--- config.mk ---
export PLATFORM = sky130hd
export DESIGN_NAME = spill_flush_ctrl
export DESIGN_NICKNAME = d
export VERILOG_FILES = /design/src/rtl/spill_flush_ctrl_pkg.sv /design/src/rtl/spill_flush_ctrl.sv
export SDC_FILE = /design/constraint.sdc
export NUM_CORES = 1
export LEC_CHECK = 0
export CORE_MARGIN = 5
export CORE_UTILIZATION = 44
export CTS_CLUSTER_SIZE = 10
export DETAILED_ROUTE_END_ITERATION = 6
export HOLD_SLACK_MARGIN = 0.1
export PLACE_DENSITY_LB_ADDON = 0.12
export SYNTH_ARGS = -nofsm -noshare
export SYNTH_HDL_FRONTEND = slang
export SYNTH_SLANG_ARGS = --single-unit
--- constraint.sdc ---
create_clock -name clk_i -period 1.5 [get_ports clk_i]
set_input_delay 0.225 -clock clk_i [delete_from_list [all_inputs] [get_ports clk_i]]
set_output_delay 0.225 -clock clk_i [all_outputs]
set_load 0.02 [all_outputs]
--- src/rtl/spill_flush_ctrl_pkg.sv ---
// rtl/spill_flush_ctrl_pkg.sv - state encoding and counter sizing for spill_flush_ctrl
package spill_flush_ctrl_pkg;

   typedef enum logic [2:0] {
      ST_IDLE  = 3'd0,
      ST_GATE  = 3'd1,
      ST_DRAIN = 3'd2,
      ST_FLUSH = 3'd3,
      ST_DONE  = 3'd4
   } flush_state_e;

   // Wide enough to hold the largest terminal count plus the post-increment value.
   function automatic int cnt_width(input int flush_cycles, input int drain_timeout);
      int max_v;
      max_v = (flush_cycles > drain_timeout) ? flush_cycles : drain_timeout;
      return $clog2(max_v + 1);
   endfunction

endpackage

--- src/rtl/spill_flush_ctrl.sv ---
// rtl/spill_flush_ctrl.sv - gates a flushable spill register and sequences hard flush or drain
module spill_flush_ctrl
   import spill_flush_ctrl_pkg::*;
#(
   parameter int FlushCycles  = 2,
   parameter int DrainTimeout = 16,
   parameter int CntWidth     = 16
) (
   input  logic                clk_i,
   input  logic                rst_ni,
   input  logic                flush_req_i,
   input  logic                drain_req_i,
   input  logic                in_valid_i,
   output logic                in_ready_o,
   output logic                out_valid_o,
   input  logic                out_ready_i,
   input  logic                pipe_valid_i,
   output logic                flush_o,
   output logic                busy_o,
   output logic                done_o,
   output logic                timeout_o,
   output logic [CntWidth-1:0] op_cnt_o
);

   localparam int CntW = cnt_width(FlushCycles, DrainTimeout);

   flush_state_e        state_q, state_d;
   logic [CntW-1:0]     cnt_q, cnt_d;
   logic [CntWidth-1:0] op_cnt_q;
   logic                timeout_q, timeout_d;

   always_ff @(posedge clk_i) begin
      if (!rst_ni) begin
         state_q   <= ST_IDLE;
         cnt_q     <= '0;
         op_cnt_q  <= '0;
         timeout_q <= 1'b0;
      end else begin
         state_q   <= state_d;
         cnt_q     <= cnt_d;
         timeout_q <= timeout_d;
         if (state_q == ST_DONE) begin
            op_cnt_q <= op_cnt_q + CntWidth'(1);
         end
      end
   end

   always_comb begin
      state_d   = state_q;
      cnt_d     = cnt_q;
      timeout_d = timeout_q;
      unique case (state_q)
         ST_IDLE: begin
            if (flush_req_i) begin
               state_d   = ST_GATE;
               timeout_d = 1'b0;
            end else if (drain_req_i) begin
               state_d   = ST_DRAIN;
               cnt_d     = '0;
               timeout_d = 1'b0;
            end
         end
         ST_GATE: begin
            state_d = ST_FLUSH;
            cnt_d   = '0;
         end
         ST_DRAIN: begin
            cnt_d = cnt_q + CntW'(1);
            // An emptied pipe wins over a coincident timeout.
            if (!pipe_valid_i) begin
               state_d = ST_DONE;
            end else if (cnt_q == CntW'(DrainTimeout - 1)) begin
               state_d   = ST_FLUSH;
               cnt_d     = '0;
               timeout_d = 1'b1;
            end
         end
         ST_FLUSH: begin
            cnt_d = cnt_q + CntW'(1);
            if (cnt_q == CntW'(FlushCycles - 1)) begin
               state_d = ST_DONE;
            end
         end
         ST_DONE: begin
            state_d = ST_IDLE;
         end
         default: begin
            state_d = ST_IDLE;
         end
      endcase
   end

   assign out_valid_o = (state_q == ST_IDLE) && in_valid_i;
   assign in_ready_o  = (state_q == ST_IDLE) && out_ready_i;
   assign flush_o     = (state_q == ST_FLUSH);
   assign done_o      = (state_q == ST_DONE);
   assign busy_o      = (state_q != ST_IDLE);
   assign timeout_o   = timeout_q;
   assign op_cnt_o    = op_cnt_q;

   a_flush_valid_excl: assert property (@(posedge clk_i) disable iff (!rst_ni)
      !(flush_o && out_valid_o));
   a_done_pulse: assert property (@(posedge clk_i) disable iff (!rst_ni)
      done_o |=> !done_o);
   a_busy_state: assert property (@(posedge clk_i) disable iff (!rst_ni)
      busy_o == (state_q != ST_IDLE));

endmodule
==> results.md <==
* Slowest stage cell, crit path: or4b_4
* Psw at 842.0 uW
* Count of hold-fix buffers inserted at cts at 0
* #FFs+latches synth at 25
* Period minus WS final at 1.589 ns
* Met2 Wirelength at 1713 microns
* Largest area contributor in the netlist: dfxtp_1
* Synth Net Count at 162
* Routed length per instance at about 14 microns
* Cell Area, Synth at about 0.0013 sq mm
* Worst skew pair latency at ~0.32 ns
* HP Class: flop to flop
* First-pass GRT wire length at around 5900 microns
* Distinct cells, synth at 38
* Placer Congestion at 0.8417
* Status: finished, violations left
* Placed cell area at between 0.0015 and 0.002 sq mm
* RSZ-0062 raised after global routing: true
* Hold Startpoint: op_cnt_o[1]$_SDFFE_PN0P_
* Setup WS post-layout at -0.08944 ns
* Share of cells above drive strength 1 at 34.30%
* Worst path max stage delay at 0.50 ns
* PD cells at 1141 mW/mm^2
* CTS tree: done
* Crit path required time at ~1.7 ns
* Int Pwr at between 1 and 1.5 mW
* Initial antenna violation count at 0
* Pre-Repair DR Iteration Count at 4
* CTS root buf: clkbuf_4
* Post-synth top flop: dfxtp_1
* Setup Skew at between 0.01 and 0.015 ns
* Leakage at 0.8208 nW
* Die area at 0.004067 sq mm
* HPWL after DPL at 2431 microns
* Metal3 WL at between 150 and 200 microns
* Fraction of registers with async set/reset at 0%
* Row count at 19
* Number of synthesized flops with an enable pin at 0
* Chip height at ~64 microns
* Io pins at 29
* Final Hold Fails at 0
* CTS buffer count at 3
* DRT met1 WL at 1467 microns
* Largest net degree at the start of global routing at 19
* Violated checks: setup timing
* Deepest clock path buffer count at 2
* Initial core utilization at 46.14%
* Area grow syn2layout at 57.03%
* Clk pwr share at between 10% and 20%
* Sw frac at 36.92%
* CP Class: flop to flop
* CP Data Arrival Time at 1.80 ns
* Top cell type's share of synthesized area at 39.33%
* Synth warn at 0
* Setup TNS at -0.3216 ns
* Worst setup SP type: flop
* Critical path peak fanout at 3
* Sequential fraction of the synthesis area at about 39%
* Cells along the critical path: inv_2, ha_4, or4b_4, a221oi_4, o21a_1, nor2_1
* Final count of negative-setup-slack endpoints at 7
* GRT Total Usage at 17.44%
* Most frequent cells in the layout: buf_4 (28), dlygate4sd2_1 (17), nor2_1 (16)
* Avg Cell Area, Syn at 8.483 sq um
* Die width at 63.78 microns
* Worst vdd ir at 1.500 mV
* Critical R2R Launch: cnt_q[1]$_SDFFE_PN0P_
* Cells after synthesis at 150
* Commonest non-fill, non-tap cell in the layout: buf_4
* Tot Pwr at 2.281 mW
* Cell area after layout at 0.001998 sq mm
* Critical Path Start: cnt_q[1]$_SDFFE_PN0P_
* Drt drc at 0
* Flop2flop setup slack at -0.09 ns
* Diode count at 0
* Drt total wl at 3433 microns
* Relative slew slack at 71.96%
* Fin. max-slew vios at 0
* Vias in the first global route at approximately 1300
* Post-route ant nets at 0
* Max Used Layer: met4
* Setup crit end kind: flop
* IO Port Bufs at 28
* Placed Cells at 232
* Core area at 0.002758 sq mm
* Worst slew pin tran at 0.4196 ns
* Period utilization at 106.0%
* Hold path depth at 2
* Achievable Freq at approximately 630 MHz
* First DRT Iteration DRCs at 96
* Final net count at 220
* Sequential power share at 36.4%
* CTS Sinks at 25
* CTS H-tree depth at 1
* GR Overflow Total at 0
* Routed vias/inst at 5.571
* Area contributors post-synth: dfxtp_1 (39%), xor2_1 (5.5%), a21oi_1 (5.1%), ha_1 (4.9%), nor2_1 (4.7%)
* Via count at 1326
* Combinational power share at 50.0%
* MaxCap Viol Count at 0
* Fin Hold WS at approximately 0.50 ns
* Clock-pin slew on the worst setup and hold paths at 0.15 ns
* FF-to-FF path depth at 6
* Non-filler cells in the finished layout at 238
## cells by family after synthesis
group / share of synthesized area [%]
AND/OR/NAND/NOR: 28.81
AO/OA/AOI/OAI: 15.54
flip-flops: 39.33
buffers and inverters: 4.523
XOR/XNOR: 6.883
adder cells (fa/ha/maj): 4.916
## cell usage after synthesis, types with 5 or more instances
cell	n
and2_1	6
ha_1	5
xor2_1	8
nor2_1	16
nand3_1	6
dfxtp_1	25
inv_1	8
o21ai_0	8
a21oi_1	13
nand4_1	5
nand2_1	7
## state kept, by name (all words and copies together) (netlist names)
| name | cells |
|---|---|
| timeout_o | 1 |
| op_cnt_o | 16 |
| state_q | 3 |
| cnt_q | 5 |
## cell type report
class / instances / area [sq um]
Clock buffer: 4 / 26.28
Fill cell: 219 / 759.5
Inverter: 9 / 36.28
Multi-Input combinational cell: 111 / 864.6
Sequential cell: 25 / 534.3
Tap cell: 31 / 38.79
Timing Repair Buffer: 58 / 498.0
## worst max-delay path: cells and delay by family (launching register included)
family	cells	cell delay (ns)
flip-flops	1	0.37
buffers and inverters	1	0.07
AO/OA/AOI/OAI	2	0.41
adder cells (fa/ha/maj)	1	0.11
AND/OR/NAND/NOR	2	0.53
## power groups by stage
stage | Sequential [mW] | Combinational (mW) | Clock, mW
after floorplan | 0.772 | 0.467 | 0
after global placement | 0.778 | 0.908 | 0
after global routing | 0.838 | 1.23 | 0.367
after CTS | 0.821 | 0.985 | 0.324
after detailed placement | 0.783 | 0.912 | 0
final | 0.830 | 1.14 | 0.310
## metrics by stage
step	utilization (%)	worst slack, ns
2_1_floorplan	-	-0.01324
3_3_place_gp	66.29	-0.1120
3_5_place_dp	66.29	-0.1478
4_1_cts	69.33	-0.1232
5_1_grt	72.46	-0.1585
6_report	72.46	-0.08944
## per-layer routing
metal | global-route usage [%] | up-vias
li1 | - | 653
met1 | 20.45 | 617
met2 | 31.35 | 46
met3 | 3.503 | 10
met4 | 5.974 | 0
met5 | 0 | -
## timing repair
item,CTS,global route
resized for setup,54,23
setup buffers,1,2
setup endpoints to repair,32,23
pin swaps,2,15
## final timing paths
check	end
setup / recovery	state_q[1]$_SDFFE_PN0P_
hold reg to reg	op_cnt_o[1]$_SDFFE_PN0P_
setup reg to reg	state_q[1]$_SDFFE_PN0P_
hold / removal	op_cnt_o[1]$_SDFFE_PN0P_
Note: power is estimated with default switching activity, not from simulation.
